<file path="config.mk">
export PLATFORM = sky130hd
export DESIGN_NAME = ps2_paddle_rx
export DESIGN_NICKNAME = d
export VERILOG_FILES = /design/src/rtl/ps2_paddle_rx.sv
export SDC_FILE = /design/constraint.sdc
export NUM_CORES = 1
export LEC_CHECK = 0
export BUFFER_PORTS_ARGS = -buffer_cell sky130_fd_sc_hd__buf_2
export CELL_PAD_IN_SITES_DETAIL_PLACEMENT = 1
export CELL_PAD_IN_SITES_GLOBAL_PLACEMENT = 2
export CORE_ASPECT_RATIO = 1.2
export CORE_UTILIZATION = 39
export DETAILED_ROUTE_END_ITERATION = 10
export PLACE_DENSITY = 0.79
export SLEW_MARGIN = 20
export SYNTH_ARGS = -nofsm -noshare
export SYNTH_HDL_FRONTEND = slang
export SYNTH_SLANG_ARGS = --single-unit
</file>
<file path="constraint.sdc">
create_clock -name CLOCK_50 -period 2.7 [get_ports CLOCK_50]
set_input_delay 0.27 -clock CLOCK_50 [delete_from_list [all_inputs] [get_ports CLOCK_50]]
set_output_delay 0.27 -clock CLOCK_50 [all_outputs]
set_load 0.1 [all_outputs]
</file>
<file path="src/rtl/ps2_paddle_rx.sv">
// ps2_paddle_rx: receive-only PS/2 keyboard deframer with held paddle/launch key flags
module ps2_paddle_rx #(
  parameter int FILTER_LEN     = 8,
  parameter int TIMEOUT_CYCLES = 100000
) (
  input  logic       CLOCK_50,
  input  logic       RESET_N,
  input  logic       PS2_CLK,
  input  logic       PS2_DAT,
  output logic [7:0] scan_code,
  output logic       scan_valid,
  output logic       parity_err,
  output logic       frame_err,
  output logic       key_left,
  output logic       key_right,
  output logic       key_launch
);
  localparam int FW = $clog2(FILTER_LEN);
  localparam int TW = $clog2(TIMEOUT_CYCLES);
  localparam logic [FW-1:0] F_MAX = FW'(FILTER_LEN - 1);
  localparam logic [TW-1:0] T_MAX = TW'(TIMEOUT_CYCLES - 1);
  typedef enum logic [1:0] {IDLE, DATA, PARITY, STOP} state_t;
  state_t state, state_n;
  logic clk_s1, clk_s2, dat_s1, dat_s2, filt, filt_q, fall;
  logic [FW-1:0] fcnt;
  logic [TW-1:0] tcnt;
  logic [2:0] bit_cnt;
  logic [7:0] shreg;
  logic par, sv_n, pe_n, fe_n, ext, brk;
  assign fall = filt_q & ~filt;
  always_ff @(posedge CLOCK_50 or negedge RESET_N)
    if (!RESET_N) begin
      {clk_s2, clk_s1, dat_s2, dat_s1} <= '1;
      filt   <= 1'b1;
      filt_q <= 1'b1;
      fcnt   <= '0;
    end else begin
      {clk_s2, clk_s1} <= {clk_s1, PS2_CLK};
      {dat_s2, dat_s1} <= {dat_s1, PS2_DAT};
      filt_q <= filt;
      fcnt   <= (clk_s2 == filt || fcnt == F_MAX) ? '0 : fcnt + 1'b1;
      filt   <= (clk_s2 != filt && fcnt == F_MAX) ? clk_s2 : filt;
    end
  // A fall always takes priority over an expiring timeout.
  always_comb begin
    state_n = state;
    sv_n = 1'b0;
    pe_n = 1'b0;
    fe_n = 1'b0;
    if (fall)
      case (state)
        IDLE:    state_n = dat_s2 ? IDLE : DATA;
        DATA:    state_n = (bit_cnt == 3'd7) ? PARITY : DATA;
        PARITY:  state_n = STOP;
        default: begin
          state_n = IDLE;
          fe_n = ~dat_s2;
          sv_n = dat_s2 & (^{shreg, par});
          pe_n = dat_s2 & ~(^{shreg, par});
        end
      endcase
    else if (state != IDLE && tcnt == T_MAX) begin
      state_n = IDLE;
      fe_n = 1'b1;
    end
  end
  always_ff @(posedge CLOCK_50 or negedge RESET_N)
    if (!RESET_N) begin
      state      <= IDLE;
      tcnt       <= '0;
      bit_cnt    <= '0;
      shreg      <= '0;
      par        <= 1'b0;
      scan_code  <= '0;
      scan_valid <= 1'b0;
      parity_err <= 1'b0;
      frame_err  <= 1'b0;
    end else begin
      state      <= state_n;
      tcnt       <= (state == IDLE || fall || state_n == IDLE) ? '0 : tcnt + 1'b1;
      bit_cnt    <= (fall && state == DATA) ? bit_cnt + 1'b1 : (state == IDLE ? '0 : bit_cnt);
      shreg      <= (fall && state == DATA) ? {dat_s2, shreg[7:1]} : shreg;
      par        <= (fall && state == PARITY) ? dat_s2 : par;
      scan_code  <= sv_n ? shreg : scan_code;
      scan_valid <= sv_n;
      parity_err <= pe_n;
      frame_err  <= fe_n;
    end
  // Prefix decoder: E0 marks extended, F0 marks break; errors drop a partial sequence.
  always_ff @(posedge CLOCK_50 or negedge RESET_N)
    if (!RESET_N) begin
      ext        <= 1'b0;
      brk        <= 1'b0;
      key_left   <= 1'b0;
      key_right  <= 1'b0;
      key_launch <= 1'b0;
    end else if (parity_err || frame_err) begin
      ext <= 1'b0;
      brk <= 1'b0;
    end else if (scan_valid) begin
      ext        <= (scan_code == 8'hE0) || (ext && scan_code == 8'hF0);
      brk        <= (scan_code == 8'hF0) || (brk && scan_code == 8'hE0);
      key_left   <= (ext && scan_code == 8'h6B) ? ~brk : key_left;
      key_right  <= (ext && scan_code == 8'h74) ? ~brk : key_right;
      key_launch <= (!ext && scan_code == 8'h29) ? ~brk : key_launch;
    end
endmodule

</file>
# --- Word level (Yosys, flattened, before mapping) ---
# Index checks and enable logic that the tools add are counted.
totals:
  input_bits: 4
  ff_bits: 56
classes:
  bitwise_logic: 8
  n_reduce_logical: 26
  eq_ne: 12
  muxes: 20
  n_addsub: 3
ops:
  columns: ["op", "n"]
  rows:
  - ["$add A17 B1 Y17 const B", 1]
  - ["$eq A17 B17 Y1 const B", 1]
  - ["$mux W17", 1]
  - ["$eq A8 B7 Y1 const B", 2]
  - ["$eq A8 B8 Y1 const B", 2]
  - ["$mux W1", 12]
  - ["$logic_and A1 B1 Y1", 9]
  - ["$mux W3", 3]
  - ["$reduce_and A3 Y1", 3]
  - ["$reduce_xor A9 Y1", 1]
  - ["$eq A8 B6 Y1 const B", 1]
  - ["$add A3 B1 Y3 const B", 2]
  - ["$eq A3 B3 Y1 const B", 2]
  - ["$logic_or A1 B1 Y1", 6]
  - ["$mux W2", 3]
  - ["$pmux W2 S3", 1]
  - ["$reduce_bool A2 Y1", 3]
  - ["$not A1 Y1", 5]
  - ["$logic_not A2 Y1", 2]
  - ["$and A1 B1 Y1", 3]
  - ["$reduce_or A3 Y1", 1]
  - ["$eq A2 B1 Y1 const B", 1]
  - ["$eq A2 B2 Y1 const B", 1]
  - ["$eq A1 B1 Y1", 1]
  - ["2 further kinds", 2]

# --- Longest topological paths before layout ---
logic_depth:
  depth_word: 7
  depth_mapped: 9

# --- Worst setup path before layout ---
# Ideal clock, no wire load.
synth_path:
  path_kind: "register to register"
  start: "register scan_valid"
  end: "register ext"
  path_buffers: 0
  required_time_ps: 2607
  stages_incl_launch_ff: 6
  path_slack_ps: 406
  arrival_time_ps: 2202
  period_less_slack_ps: 2294
  cell_sequence: "dfrtp_1 > or3b_2 > or4_1 > o31ai_1 > nand2_1 > o21ai_0"
synth_between:
  elab_chain_cells: 1
synth_rtl:
  columns: ["item", "line_no", "rtl"]
  rows:
  - ["from (decl)", "11", "output logic scan_valid,"]
  - ["from (signal assigned)", "85", "scan_valid <= sv_n;"]
  - ["$reduce_bool A2 Y1 (no line)", null, null]
  - ["to (signal assigned)", "101", "ext <= (scan_code == 8'hE0) || (ext && scan_code == 8'hF0);"]
  - ["to (decl)", "29", "logic par, sv_n, pe_n, fe_n, ext, brk;"]
# Every way passes these cells.
# A chain may end at the register's enable or synchronous reset.

# --- Worst setup path after layout ---
layout_path:
  start: "register shreg[4]"
  end: "register scan_code[3]"
layout_between:
  elab_chain_cells: 4
layout_rtl:
  columns: ["item", "line_no", "rtl"]
  rows:
  - ["from (decl)", "28", "logic [7:0] shreg;"]
  - ["from (signal assigned)", "82", "shreg <= (fall && state == DATA) ? {dat_s2, shreg[7:1]} : shreg;"]
  - ["$reduce_xor A9 Y1", "58", "sv_n = dat_s2 & (^{shreg, par});"]
  - ["$and A1 B1 Y1", "58", null]
  - ["$mux W1", "51", "case (state)"]
  - ["$mux W1", "50", "if (fall)"]
  - ["via sv_n", "29", null]
  - ["to (signal assigned)", "84", "scan_code <= sv_n ? shreg : scan_code;"]
  - ["to (decl)", "10", "output logic [7:0] scan_code,"]
# The timed path passes the listed nets, and every way through them passes these cells.

==> metrics.md <==
| Metric | Value |
|---|---|
| CTS tree | yes |
| CP max stage delay | roughly 0.44 ns |
| Post-route ant nets | 0 |
| Status | complete, no violations |
| RSZ-0062 raised after global routing | no |
| Crit Path Class | reg2reg |
| Grt peak-use layer | met2 |
| Share of cells above drive strength 1 | 21.9% |
| Final setup violation count | 0 |
| Max Buffers Root-to-Sink | 2 |
| Syn_nets | between 200 and 250 |
| Hold path start | PS2_CLK |
| Slowest cell on the critical path | dfrtp_1 |
| Worst r2r src | shreg[4] |
| Met1 usage | a little under a fifth |
| Seq pwr share | approximately 56% |
| Total negative slack | 0 ns |
| Initial DRC Count | 27 |
| Static Leakage | around 1.3 nW |
| Maximum VDD drop | slightly above 0.0003 V |
| Dpl hpwl | between 3 and 4 mm |
| First-pass GRT wire length | about 8.0 mm |
| RR Endpoint | scan_code[3] |
| PortBufs | 17 |
| Slew Limit Fails | 0 |
| Clock group share of total power | 27.4% |
| Clk pin slew, worst setup/hold paths | 0.12 ns |
| Worst hold path class | in2reg |
| Tightest Pin Transition | 0.886 ns |
| Total global-route track usage | 15.6% |
| Die Footprint | 6770 µm² |
| Vias/cell | around 5 |
| Largest net degree at the start of global routing | 42 |
| Main flop type after synthesis | dfrtp_1 |
| Row cnt | 31 |
| Clock latency on the worst-skew pair | 0.32 ns |
| Root buffer cell | clkbuf_8 |
| Gate Count Post-Synth | approximately 230 |
| Fin crit share | about three quarters |
| Post-CTS Setup Inserts | 0 |
| Final hold slack | approximately 0.05 ns |
| Final GP Congestion | approximately 0.76 |
| Max-cap violations | 0 |
| Die width | 75.3 µm |
| WHS Endpoint | clk_s1 |
| Req. time, crit path | slightly below 3 ns |
| Count leader, synth | dfrtp_1 |
| Clk sink count | between 50 and 60 |
| R2R Setup Slk | between 0.6 and 0.7 ns |
| Wire length per cell | between 10 and 15 µm |
| Worst EP arrival | between 2 and 2.5 ns |
| Area delta synth->final | 10.9% |
| Initial antenna violation count | 0 |
| Via count | between 1,500 and 2,000 |
| Async S/R FF share, synth | between 90% and 100% |
| DRC viols | 0 |
| Unique masters post-synth | 32 |
| Delay-heaviest family, CP | multiplexers |
| Post-CTS Hold Buffers | 0 |
| Buf/Inv on CP | 0 |
| CTS buffer count | 5 |
| Worst path cell trace | xnor2_1, xnor2_1, xnor2_2, mux2i_4, mux2_2 |
| Switching part of the total | a little under a third |
| Final Hold Vio Count | 0 |
| Hold Path Stages | 1 |
| CP most frequent cell | xnor2_1 |
| Synthesized area | 2510 µm² |
| Fill cell count | about 720 |
| I/O pins | 18 |
| Avg Cell Area, Syn | 11.1 µm² |
| Yosys warns | 0 |
| Drt pass-1 iters | 4 |
| Synth top area cells | dfrtp_1, mux2_2, dfstp_2 |
| Net Sw Power | 532 µW |
| Met2 Track Usage GR | a little over a quarter |
| Initial Utilization | 41.0% |
| Tmin final | approximately 2.0 ns |
| Worst-case clock skew | 0.0176 ns |
| Synth top area share | between 40% and 50% |
| Int Power | about 1.2 mW |
| Sequential area share after synthesis | between 50% and 60% |
| NumNets Final | approximately 260 |
| Maximum clock rate | just under 500 MHz |
| Post-CTS resize count | 0 |
| Cell Pwr Density | ~630 nW/µm² |
| Core area | 6130 µm² |
| Max_slew headroom | roughly two fifths |
| Comb power frac | about 17% |
| Number of global-route vias before repair | roughly 1,800 |
| CP Capture Type | flop |
| Die Y-Extent | 89.9 µm |
| Met3 Use GR | around 3% |
| Htree depth | 2 |
| Top post-synthesis cells by count | dfrtp_1, nor2_1, nand2_1, mux2_2, xnor2_1 |
| Post-synth top area cell | dfrtp_1 |
| Setup crit start kind | flop |
| Total gr overflow | 0 |
| Flops & latches, synth | 56 |
| R2R cell count | 5 |
| Routed WL | 4.64 mm |
| Worst-path fanout max | 8 |
| Diodes inserted | 0 |
| Number of enable flip-flop cells after synthesis | 0 |
==> power groups by stage <==
stage	Sequential, mW	Combinational, mW	Clock, mW
after detailed placement	1.00	0.308	0
after global placement	1.00	0.301	0
after CTS	0.987	0.308	0.510
after global routing	0.998	0.349	0.537
final	0.985	0.296	0.482
after floorplan	0.973	0.252	0
==> logic make-up after synthesis <==
group                      after synthesis  share of synthesized area (%)
and+or+nand+nor                         89                           16.9
DFF                                     56                           56.0
xor gates and xnor gates                24                           8.66
muxes                                   19                           8.86
AOI/OAI and AO/OA                       18                           4.63
buffers and inverters                   15                           2.44
adders and majority gates                5                           2.49
==> worst register-to-register path: cells and delay by family, from the launching register on <==
family / cells / cell delay [ns]
flip-flops: 1 / 0.44
XOR/XNOR: 3 / 0.67
multiplexers: 2 / 0.81
==> how the worst max path moves through the flow <==
stage,from,to,depth (start not counted)
6_report,shreg[4],scan_code[3],5
2_1_floorplan,scan_valid,ext,5
5_1_grt,shreg[4],scan_code[4],5
3_3_place_gp,shreg[2],scan_code[4],5
3_5_place_dp,shreg[4],scan_code[3],5
4_1_cts,shreg[4],scan_code[3],5
==> sequential cells by signal, summed over array words and instances, names as in the netlist, 2 cells and up <==
| signal | flops |
|---|---|
| scan_code | 8 |
| tcnt | 17 |
| fcnt | 3 |
| bit_cnt | 3 |
| shreg | 8 |
| state | 2 |
==> per-layer routing <==
metal	vias up	part of all wire (%)
li1	802	-
met2	27	52
met3	5	2.8
met1	847	44
met4	0	1.7
met5	-	0
==> cell usage in the layout, fill, tap and decap left out <==
cell type  count
dfrtp_1       50
nor2_1        28
nand2_1       22
buf_2         17
mux2_2        16
xnor2_1       15
nor3_1        10
inv_1          8
o21ai_0        8
xor2_1         8
nand3_1        7
dfstp_2        6
nand4_1        5
a22o_1         5
ha_1           5
clkbuf_8       5
and2_1         3
buf_4          3
or4_1          2
nand2b_1       2
a21oi_1        2
or3b_2         2
and3_1         2
o31ai_1        2
or3_1          2
mux2i_1        2
inv_6          2
and4_1         1
nor4b_1        1
nor3b_1        1
o211ai_1       1
nor4_1         1
xnor2_2        1
mux2i_4        1
clkinv_4       1
==> area by class of cell <==
| type | instances | area [µm²] | share of cell area, % |
|---|---|---|---|
| Inverter | 8 | 30.0 | 1.08 |
| Clock buffer | 5 | 68.8 | 2.47 |
| Clock inverter | 3 | 26.3 | 0.943 |
| Multi-Input combinational cell | 155 | 1040 | 37.4 |
| Tap cell | 82 | 103 | 3.68 |
| Timing Repair Buffer | 20 | 108 | 3.86 |
| Sequential cell | 56 | 1410 | 50.5 |
==> metrics by stage <==
stage | std cells | util, % | cell area (µm²) | power (mW) | setup WS [ns]
after floorplan | 226 | - | 2510 | 1.22 | 0.406
after global placement | 321 | 43.9 | 2690 | 1.30 | 0.694
after detailed placement | 321 | 43.9 | 2690 | 1.31 | 0.664
after CTS | 329 | 45.5 | 2790 | 1.80 | 0.634
after global routing | 329 | 45.5 | 2790 | 1.88 | 0.507
final | 329 | 45.5 | 2790 | 1.76 | 0.677
Note: power is estimated with default switching activity, not from simulation.
